===== src/rtl/spm_pkg.sv =====
// Shared definitions for the scratchpad port arbiter.
//   spm_max_address() : highest 32-bit word address for a given scratchpad size in KiB
//   arb_state_e       : arbiter FSM states (INIT zero-fills the memory, RUN serves requests)
//   SPM_WORD_BYTES    : bytes per scratchpad word
package spm_pkg;

   localparam int unsigned SPM_WORD_BYTES = 4;

   typedef enum logic [0:0] {
      INIT = 1'b0,
      RUN  = 1'b1
   } arb_state_e;

   function automatic int unsigned spm_max_address(input int unsigned memsize_kb);
      return (memsize_kb * 1024) / SPM_WORD_BYTES - 1;
   endfunction

endpackage


===== src/rtl/rr_arbiter.sv =====
// Combinational one-hot round-robin picker.
//   req_i   : request vector
//   ptr_i   : index with the highest priority this cycle (must be < N)
//   gnt_o   : one-hot grant, first set request at or above ptr_i, wrapping
//   idx_o   : binary index of the grant (0 when nothing is granted)
//   valid_o : at least one request is set
module rr_arbiter #(
   parameter int unsigned N    = 4,
   parameter int unsigned IdxW = (N > 1) ? $clog2(N) : 1
) (
   input  logic [N-1:0]    req_i,
   input  logic [IdxW-1:0] ptr_i,
   output logic [N-1:0]    gnt_o,
   output logic [IdxW-1:0] idx_o,
   output logic            valid_o
);

   always_comb begin
      int unsigned j;
      j       = 0;
      gnt_o   = '0;
      idx_o   = '0;
      valid_o = 1'b0;
      for (int unsigned k = 0; k < N; k++) begin
         j = int'(ptr_i) + k;
         if (j >= N) begin
            j = j - N;
         end
         if (!valid_o && req_i[j]) begin
            valid_o  = 1'b1;
            gnt_o[j] = 1'b1;
            idx_o    = IdxW'(j);
         end
      end
   end

endmodule


===== src/rtl/spm_port_arbiter.sv =====
// Round-robin arbiter sharing one scratchpad DPRAM port between NUM_REQ requesters.
// After reset it optionally zero-fills the whole scratchpad (INIT) before serving requests (RUN).
// A granted request is issued to the DPRAM in the same cycle; its response (one-hot tag plus
// registered DPRAM data) appears on the following cycle. Writes respond with write-through data.
//
// Optional build macro SPM_ARB_BOUNDS_CHECK_EN: requests above the scratchpad size are granted
// but not issued, respond with rsp_err_o=1 / zero data, and bump the saturating err_cnt_q.
//
// Ports:
//   clk_i, rst_ni               : clock, asynchronous active-low reset
//   req_valid_i / req_ready_o   : per-requester handshake (ready is a one-hot grant)
//   req_we_i, req_addr_i,
//   req_wdata_i                 : per-requester command, flattened by requester index
//   rsp_valid_o, rsp_rdata_o,
//   rsp_err_o                   : one-hot response strobe, shared data, out-of-range flag
//   init_done_o                 : high once in RUN
//   mem_en_o, mem_we_o,
//   mem_addr_o, mem_din_o       : DPRAM port command
//   mem_dout_i                  : DPRAM read data, registered one cycle after issue
module spm_port_arbiter
   import spm_pkg::*;
#(
   parameter int unsigned NUM_REQ       = 4,
   parameter int unsigned ADDR_W        = 32,
   parameter int unsigned DATA_W        = 32,
   parameter int unsigned MEMSIZE_KB    = 128,
   parameter int unsigned INIT_ON_RESET = 1
) (
   input  logic                      clk_i,
   input  logic                      rst_ni,
   input  logic [NUM_REQ-1:0]        req_valid_i,
   output logic [NUM_REQ-1:0]        req_ready_o,
   input  logic [NUM_REQ-1:0]        req_we_i,
   input  logic [NUM_REQ*ADDR_W-1:0] req_addr_i,
   input  logic [NUM_REQ*DATA_W-1:0] req_wdata_i,
   output logic [NUM_REQ-1:0]        rsp_valid_o,
   output logic [DATA_W-1:0]         rsp_rdata_o,
   output logic                      rsp_err_o,
   output logic                      init_done_o,
   output logic                      mem_en_o,
   output logic                      mem_we_o,
   output logic [ADDR_W-1:0]         mem_addr_o,
   output logic [DATA_W-1:0]         mem_din_o,
   input  logic [DATA_W-1:0]         mem_dout_i
);

   localparam int unsigned MaxAddress = spm_max_address(MEMSIZE_KB);
   localparam int unsigned CntW       = $clog2(MaxAddress + 1);
   localparam int unsigned IdxW       = $clog2(NUM_REQ);

   arb_state_e           state_q, state_d;
   logic [IdxW-1:0]      rr_ptr_q, rr_ptr_d;
   logic [CntW-1:0]      init_cnt_q, init_cnt_d;
   logic                 init_done_q;
   logic [NUM_REQ-1:0]   tag_q, tag_d;

   logic [NUM_REQ-1:0]   gnt;
   logic [IdxW-1:0]      gnt_idx;
   logic                 gnt_any;

   logic                 g_we;
   logic [ADDR_W-1:0]    g_addr;
   logic [DATA_W-1:0]    g_wdata;
   logic                 g_oob;

   rr_arbiter #(
      .N    (NUM_REQ),
      .IdxW (IdxW)
   ) u_rr_arbiter (
      .req_i   (req_valid_i),
      .ptr_i   (rr_ptr_q),
      .gnt_o   (gnt),
      .idx_o   (gnt_idx),
      .valid_o (gnt_any)
   );

   assign g_we    = req_we_i[gnt_idx];
   assign g_addr  = req_addr_i[gnt_idx*ADDR_W +: ADDR_W];
   assign g_wdata = req_wdata_i[gnt_idx*DATA_W +: DATA_W];

`ifdef SPM_ARB_BOUNDS_CHECK_EN
   logic        err_q, err_d;
   logic [15:0] err_cnt_q;

   assign g_oob = (g_addr > ADDR_W'(MaxAddress));
`else
   // Upper address bits pass straight through; the DPRAM wraps or truncates them.
   assign g_oob = 1'b0;
`endif

   always_comb begin
      state_d     = state_q;
      rr_ptr_d    = rr_ptr_q;
      init_cnt_d  = init_cnt_q;
      tag_d       = '0;
`ifdef SPM_ARB_BOUNDS_CHECK_EN
      err_d       = 1'b0;
`endif
      req_ready_o = '0;
      mem_en_o    = 1'b0;
      mem_we_o    = 1'b0;
      mem_addr_o  = '0;
      mem_din_o   = '0;

      if (state_q == INIT) begin
         mem_en_o   = 1'b1;
         mem_we_o   = 1'b1;
         mem_addr_o = ADDR_W'(init_cnt_q);
         init_cnt_d = init_cnt_q + 1'b1;
         if (init_cnt_q == CntW'(MaxAddress)) begin
            init_cnt_d = '0;
            state_d    = RUN;
         end
      end else if (gnt_any) begin
         // ready is a subset of valid, so any grant is a transfer
         req_ready_o = gnt;
         mem_en_o    = !g_oob;
         mem_we_o    = g_we && !g_oob;
         mem_addr_o  = g_addr;
         mem_din_o   = g_wdata;
         rr_ptr_d    = (gnt_idx == IdxW'(NUM_REQ - 1)) ? '0 : gnt_idx + 1'b1;
         tag_d       = gnt;
`ifdef SPM_ARB_BOUNDS_CHECK_EN
         err_d       = g_oob;
`endif
      end

      // Keep the memory port and handshake quiet while reset is asserted.
      if (!rst_ni) begin
         req_ready_o = '0;
         mem_en_o    = 1'b0;
         mem_we_o    = 1'b0;
         mem_addr_o  = '0;
         mem_din_o   = '0;
      end
   end

   always_ff @(posedge clk_i or negedge rst_ni) begin
      if (!rst_ni) begin
         state_q     <= (INIT_ON_RESET != 0) ? INIT : RUN;
         rr_ptr_q    <= '0;
         init_cnt_q  <= '0;
         init_done_q <= 1'b0;
         tag_q       <= '0;
      end else begin
         state_q     <= state_d;
         rr_ptr_q    <= rr_ptr_d;
         init_cnt_q  <= init_cnt_d;
         init_done_q <= (state_d == RUN);
         tag_q       <= tag_d;
      end
   end

`ifdef SPM_ARB_BOUNDS_CHECK_EN
   always_ff @(posedge clk_i or negedge rst_ni) begin
      if (!rst_ni) begin
         err_q     <= 1'b0;
         err_cnt_q <= '0;
      end else begin
         err_q <= err_d;
         if (err_d && (err_cnt_q != 16'hFFFF)) begin
            err_cnt_q <= err_cnt_q + 16'd1;
         end
      end
   end

   assign rsp_err_o   = err_q;
   assign rsp_rdata_o = err_q ? '0 : mem_dout_i;
`else
   assign rsp_err_o   = 1'b0;
   assign rsp_rdata_o = mem_dout_i;
`endif

   assign rsp_valid_o = tag_q;
   assign init_done_o = init_done_q;

endmodule


===== config.mk =====
export PLATFORM = sky130hd
export DESIGN_NAME = spm_port_arbiter
export DESIGN_NICKNAME = d
export VERILOG_FILES = /design/src/rtl/spm_pkg.sv /design/src/rtl/rr_arbiter.sv /design/src/rtl/spm_port_arbiter.sv
export SDC_FILE = /design/constraint.sdc
export NUM_CORES = 1
export LEC_CHECK = 0
export CAP_MARGIN = 25
export CORE_AREA = 2 2 160 162
export DETAILED_ROUTE_END_ITERATION = 16
export DIE_AREA = 0 0 162 164
export PLACE_DENSITY = 0.52
export SKIP_LAST_GASP = 1
export SLEW_MARGIN = 20
export SYNTH_ARGS = -nofsm -noshare
export SYNTH_HDL_FRONTEND = slang
export SYNTH_SLANG_ARGS = --single-unit

===== constraint.sdc =====
create_clock -name clk_i -period 3.3 [get_ports clk_i]
set_input_delay 0.495 -clock clk_i [delete_from_list [all_inputs] [get_ports clk_i]]
set_output_delay 0.495 -clock clk_i [all_outputs]
set_load 0.05 [all_outputs]

# Word level (Yosys, flattened, before mapping)
# Cells that the tools add are included.
[totals]
in_bits = 298
ff_bits = 22
[op_classes]
mux = 53
n_shift = 2
addsub = 9
order_cmp = 13
bitwise = 3
eq_ne = 2
n_reduce_logical = 11
[op_table]
columns = ["cell", "n"]
rows = [
  ["32-bit 2-to-1 mux", 10],
  ["128-bit by 8-bit variable part select with 32-bit output", 2],
  ["32-bit by 1-bit greater-or-equal comparator with 1-bit output (second input constant)", 4],
  ["32-bit by 3-bit < comparator with 1-bit output (second input constant)", 4],
  ["32-bit by 3-bit greater-or-equal comparator with 1-bit output (second input constant)", 3],
  ["32-bit by 3-bit subtractor with 32-bit output (second input constant)", 3],
  ["4-bit 2-to-1 mux", 7],
  ["1-bit 2-to-1 mux", 21],
  ["15-bit by 1-bit adder with 15-bit output (second input constant)", 1],
  ["15-bit == test (second input constant)", 1],
  ["15-bit 2-to-1 mux", 1],
  ["4-bit OR", 3],
  ["1-bit binary-select mux with 2-bit select", 5],
  ["2-bit 2-to-1 mux", 5],
  ["1-bit demux with 2-bit select", 4],
  ["1-bit logical AND", 7],
  ["2-bit by 2-bit adder with 3-bit output (second input constant)", 2],
  ["2-bit by 3-bit subtractor with 4-bit output (second input constant)", 1],
  ["2-bit by 1-bit adder with 3-bit output (second input constant)", 1],
  ["2-bit by 3-bit greater-or-equal comparator with 1-bit output (second input constant)", 1],
  ["1-bit zero test", 3],
  ["2-bit by 3-bit < comparator with 1-bit output (second input constant)", 1],
  ["2-bit by 1-bit adder with 2-bit output (second input constant)", 1],
  ["2-bit == test (second input constant)", 1],
  ["2-bit AND reduction", 1],
]

# Depth between registers and ports, before layout
# Gate-level depths: netlist (run 1).
[logic_depth]
word_depth = 19
depth_mapped = 12
mapped_depth_nobuf = 8

# Cells and area by module
# A second synthesis (run 1) with hierarchy kept.
[unflattened]
hier_cells = 328
area_unflattened_um2 = 3777.4
[by_module_without_submodules]
columns = ["mod", "area_each_um2", "n_inst", "cells_each", "seq_area_each_um2"]
rows = [
  ["spm_port_arbiter", 3318.2, 1, 280, 550.5],
  ["rr_arbiter", 459.2, 1, 48, 0.0],
]

# Least setup slack after synthesis (run 1)
# Ideal clock, no wire load.
[synth_path]
kind = "register -> output"
start = "reg rr_ptr_q[0]"
end = "out mem_addr_o[14]"
slack_ns = -0.669
stages_incl_launch_ff = 12
arrival_time_ns = 3.474
n_path_buf = 3
cell_sequence = "dfrtp_1 -> buf_6 -> inv_1 -> ha_1 -> mux4_2 -> or3_4 -> nor2_4 -> o22a_1 -> buf_6 -> nand2b_4 -> buf_6 -> o221ai_1"
[synth_via]
elab_chain_len = 18
word_cells_on_any_way = 41
[synth_lines]
columns = ["element", "line", "source"]
rows = [
  ["start: declaration", "spm_port_arbiter.sv:52", "logic [IdxW-1:0] rr_ptr_q, rr_ptr_d;"],
  ["start signal: assignment", "spm_port_arbiter.sv:147", "rr_ptr_q <= rr_ptr_d;"],
  ["branches (longest 15 deep; another with 32-bit by 3-bit subtractor with 32-bit output)", "-", ""],
  ["32-bit 2-to-1 mux (*)", "spm_port_arbiter.sv:114", "end else if (gnt_any) begin"],
  ["32-bit 2-to-1 mux (*)", "spm_port_arbiter.sv:105", "if (state_q == INIT) begin"],
  ["32-bit 2-to-1 mux (*)", "spm_port_arbiter.sv:129", "if (!rst_ni) begin"],
  ["end: declaration", "spm_port_arbiter.sv:42", "output logic [ADDR_W-1:0] mem_addr_o,"],
]
# Mark *: on every way between the ends. The select of a mux whose other input is x is not followed.

# Worst setup path after layout (run 1)
# Same ends and word-level chain as after synthesis.

==> summary.json, run 1 <==
{
  "setup_path": {
    "critical_path.startpoint_type": "flip-flop",
    "arrival_ns": 3.12,
    "critical_path.endpoint_type": "primary output",
    "rrSetupSlack_ns": 0.61,
    "critical_path.cell_chain": "inv_4, ha_4, mux4_2, or3_4, o22a_4, buf_12, or2_4, buf_12, o221ai_4, buf_6",
    "cp_slowest_cell": "sky130_fd_sc_hd__mux4_2",
    "slowest_delay_ns": 0.52,
    "path_buf_inv": 4,
    "timing_worst_setup_path_type": "flip-flop to primary output",
    "required_ns": 2.80,
    "cpLargestDelayFamily": "simple AND/OR/NAND/NOR gates",
    "most_repeated_library_cell_on_the_critical_path": "sky130_fd_sc_hd__buf_12",
    "crit-reg2reg-launch": "rr_ptr_q[0]",
    "rr_endpoint": "rr_ptr_q[1]",
    "worst-r2r-cell-count": 10,
    "crit_path_max_fanout": 8
  },
  "sta": {
    "finalSetupViolations": 65,
    "report.final.hold_viol_count": 0,
    "timing_max_transition_violations_final": 0,
    "worst_slew_pin_slew_ns": 0.769,
    "setup_repair_after_global_routing_missed_its_margin": "true",
    "finalCriticalPeriod_ns": 3.62,
    "clock-skew-final_ns": 0.00151,
    "fin_ws_ns": -0.317,
    "period_share_pct": 110,
    "maxClockFrequency_mhz": 276,
    "max-slew-margin-rel_pct": 48.3
  },
  "synth": {
    "synth_seq_cells": 22,
    "synth_flop_cell": "sky130_fd_sc_hd__dfrtp_1",
    "fraction_of_the_yosys_area_taken_by_sequential_cells_pct": 14.3,
    "mappedNetlistArea_um2": 3860,
    "synth_warnings": 0,
    "synth_enable_flop_cells": 0,
    "synth.distinct_cells": 45,
    "yosys-top-cells-area": "sky130_fd_sc_hd__mux4_2 30%, sky130_fd_sc_hd__dfrtp_1 14%, sky130_fd_sc_hd__nor2b_1 8.3%, sky130_fd_sc_hd__mux2i_1 8.0%, sky130_fd_sc_hd__buf_4 7.0%",
    "synth_largest_area_cell": "sky130_fd_sc_hd__mux4_2",
    "synth_nets": 663,
    "async_flop_share_pct": 100,
    "netlist.area_leader.share_pct": 30.3,
    "synth_area_per_cell_um2": 10.7,
    "syn_inst": 360
  },
  "cts": {
    "cts_root_buffer": "sky130_fd_sc_hd__clkbuf_16",
    "clkSlewWorstSetupHoldPaths_ns": 0.06,
    "clock_path_buffers": 2,
    "tritoncts.num_buffers": 3,
    "tritoncts_num_sinks": 22,
    "cts_hold_buffers": 0,
    "cts_h_tree_lvls": 1,
    "worst_skew_pair.late_latency_ns": 0.26,
    "cts_tree": "yes"
  },
  "grt": {
    "first_global_vias": 4508,
    "grt_start_max_net_pins": 25,
    "overflow_left_after_global_routing": 0,
    "grt_antenna_before_repair": 0,
    "overall_track_demand_over_capacity_in_global_routing_pct": 14.0,
    "first_pass_grt_wire_length_um": 28400
  },
  "finish": {
    "finalInstanceArea_um2": 8630,
    "finalNetCount": 1013,
    "antenna_cells": 0,
    "area_delta_synth_final_pct": 123,
    "postLayoutCoreUtil_pct": 34.8,
    "layout_commonest_cell": "sky130_fd_sc_hd__clkdlybuf4s50_1",
    "top_library_cells_by_usage_in_the_layout_fill_and_taps_aside": "266 x sky130_fd_sc_hd__clkdlybuf4s50_1, 72 x sky130_fd_sc_hd__buf_4, 53 x sky130_fd_sc_hd__mux4_2, 40 x sky130_fd_sc_hd__buf_6",
    "share_of_layout_cells_above_drive_strength_1_pct": 41.0
  },
  "status": {
    "failed_checks": "setup timing",
    "run_status": "finished, violations left"
  },
  "route": {
    "drtIter0Drc": 224,
    "firstDrtPassIters": 4,
    "dr_total_vias": 4290,
    "post_route_antenna_net_violation_count": 0,
    "wire_per_inst_um": 19.2,
    "drc": 0,
    "finalWirelength_um": 20000,
    "post_drt_via_cell_ratio": 4.13
  },
  "min_path": {
    "hold_path.startpoint": "init_cnt_q[2]",
    "worst_hold_path.num_cells": 1,
    "min_path_type": "flip-flop to flip-flop",
    "holdPathEnd": "init_cnt_q[2]"
  },
  "power_and_ir_drop": {
    "cellPowerDensity_nw_per_um2": 163,
    "power.leakage_nw": 3.32,
    "peakVddDrop_uv": 119,
    "post-layout-total-power_mw": 1.40
  },
  "die": {
    "start_util_pct": 15.6,
    "placement_rows": 58,
    "die_height_um": 164,
    "floorplan.core_area_um2": 24800,
    "io-pin-count": 406,
    "die_width_um": 162,
    "die-area_um2": 26600
  },
  "placement": {
    "routability_cong": 0.765,
    "port-buffer-count": 340,
    "placedInstanceArea_um2": 7960,
    "post-place-ws_ns": -0.631,
    "dp.final_hpwl_um": 16400
  },
  "run": {
    "cap_violations": 0
  }
}
synth_stat cells, drive strengths merged (2+ instances only):
library cell  number
a221oi             4
mux2               5
buf               55
and4               2
nand2b             3
clkbuf             6
inv                6
a22oi              4
xor2               4
nor2b             52
ha                 5
o221ai            15
mux4              53
nand4              4
nand2             23
nand3              5
mux2i             31
o21ai              5
dfrtp             22
nor2              28
xnor2             11
or2                2
a21oi              2
stage by stage:
| step | hold slack [ns] | setup TNS (ns) | std cells |
|---|---|---|---|
| 6_report | 0.505 | -16.81 | 1039 |
| 5_1_grt | 0.519 | -23.67 | 1039 |
| 4_1_cts | 0.509 | -20.59 | 1042 |
| 3_5_place_dp | 0.499 | -29.68 | 1021 |
| 3_3_place_gp | 0.498 | -27.00 | 1021 |
| 2_1_floorplan | 0.199 | -16.59 | 360 |
worst max-delay path by stage:
| stage | to | start | cells past startpoint |
|---|---|---|---|
| 2_1_floorplan | mem_addr_o[10] | rr_ptr_q[0] | 11 |
| 3_3_place_gp | mem_addr_o[1] | req_valid_i[0] | 11 |
| 3_5_place_dp | mem_addr_o[1] | req_valid_i[0] | 11 |
| 4_1_cts | mem_addr_o[23] | rr_ptr_q[0] | 12 |
| 5_1_grt | mem_addr_o[0] | rr_ptr_q[0] | 10 |
| 6_report | mem_addr_o[14] | rr_ptr_q[0] | 10 |
power breakdown:
group	leakage, nW	internal (mW)	switching, mW	total (mW)
Sequential	0.288	0.270	0	0.270
Combinational	2.98	0.553	0.233	0.786
Clock	0.0511	0.241	0.107	0.348
Total	3.32	1.06	0.340	1.40
layout make-up:
cell class / instances / area (um^2)
Fill cell: 2482 / 16200
Inverter: 6 / 25.0
Sequential cell: 22 / 551
Tap cell: 330 / 413
Multi-Input combinational cell: 271 / 3380
Timing Repair Buffer: 406 / 4150
Clock buffer: 3 / 75.1
Clock inverter: 1 / 30.0
per-layer routing:
metal / up-vias / GRT usage, % / part of all wire, %
met4: 0 / 2.33 / 1.3
li1: 2030 / - / -
met5: - / 0 / 0
met2: 182 / 23.4 / 49
met3: 16 / 4.47 / 9.4
met1: 2062 / 18.0 / 40
flip-flops by register name, indices dropped and copies added, names as in the netlist:
register     cells
rsp_valid_o      4
init_cnt_q      15
rr_ptr_q         2
init_done_o      1
cell families (layout without fill, tap and decap cells):
logic type | count (synthesis) | in the layout | share of synthesized area (%)
and+or+nand+nor | 124 | 124 | 17.5
AOI/OAI and AO/OA | 37 | 37 | 9.40
buffers and inverters | 67 | 416 | 13.2
muxes | 89 | 89 | 40.5
DFF | 22 | 22 | 14.3
xor gates and xnor gates | 15 | 15 | 3.40
adders and majority gates | 5 | 5 | 1.62
other | 1 | 1 | 0.0971
repair_timing:
action                     4_1_cts  5_1_grt
setup endpoints to repair       65       68
pin swaps                        3        9
gates cloned                     5        0
buffers inserted                12        3
resized for setup               87       16
worst reg2reg max path, cell delays in order, from the launching register on:
cell                      delay (ns)
sky130_fd_sc_hd__dfrtp_1        0.39
sky130_fd_sc_hd__inv_4          0.05
sky130_fd_sc_hd__ha_4           0.27
sky130_fd_sc_hd__mux4_2         0.52
sky130_fd_sc_hd__or3_4          0.44
sky130_fd_sc_hd__o22a_4         0.25
sky130_fd_sc_hd__buf_12         0.14
sky130_fd_sc_hd__buf_4          0.14
sky130_fd_sc_hd__buf_4          0.13
sky130_fd_sc_hd__xnor2_1        0.15
sky130_fd_sc_hd__o21ai_0        0.10
No activity file was read; power rests on OpenSTA's default activity.
==> run 2: changes to the inputs <==
Settings changed: GPL_ROUTABILITY_DRIVEN from default to 0.
==> results of run 2 <==
Final layout, timing and power as in run 1 (identical DEF).
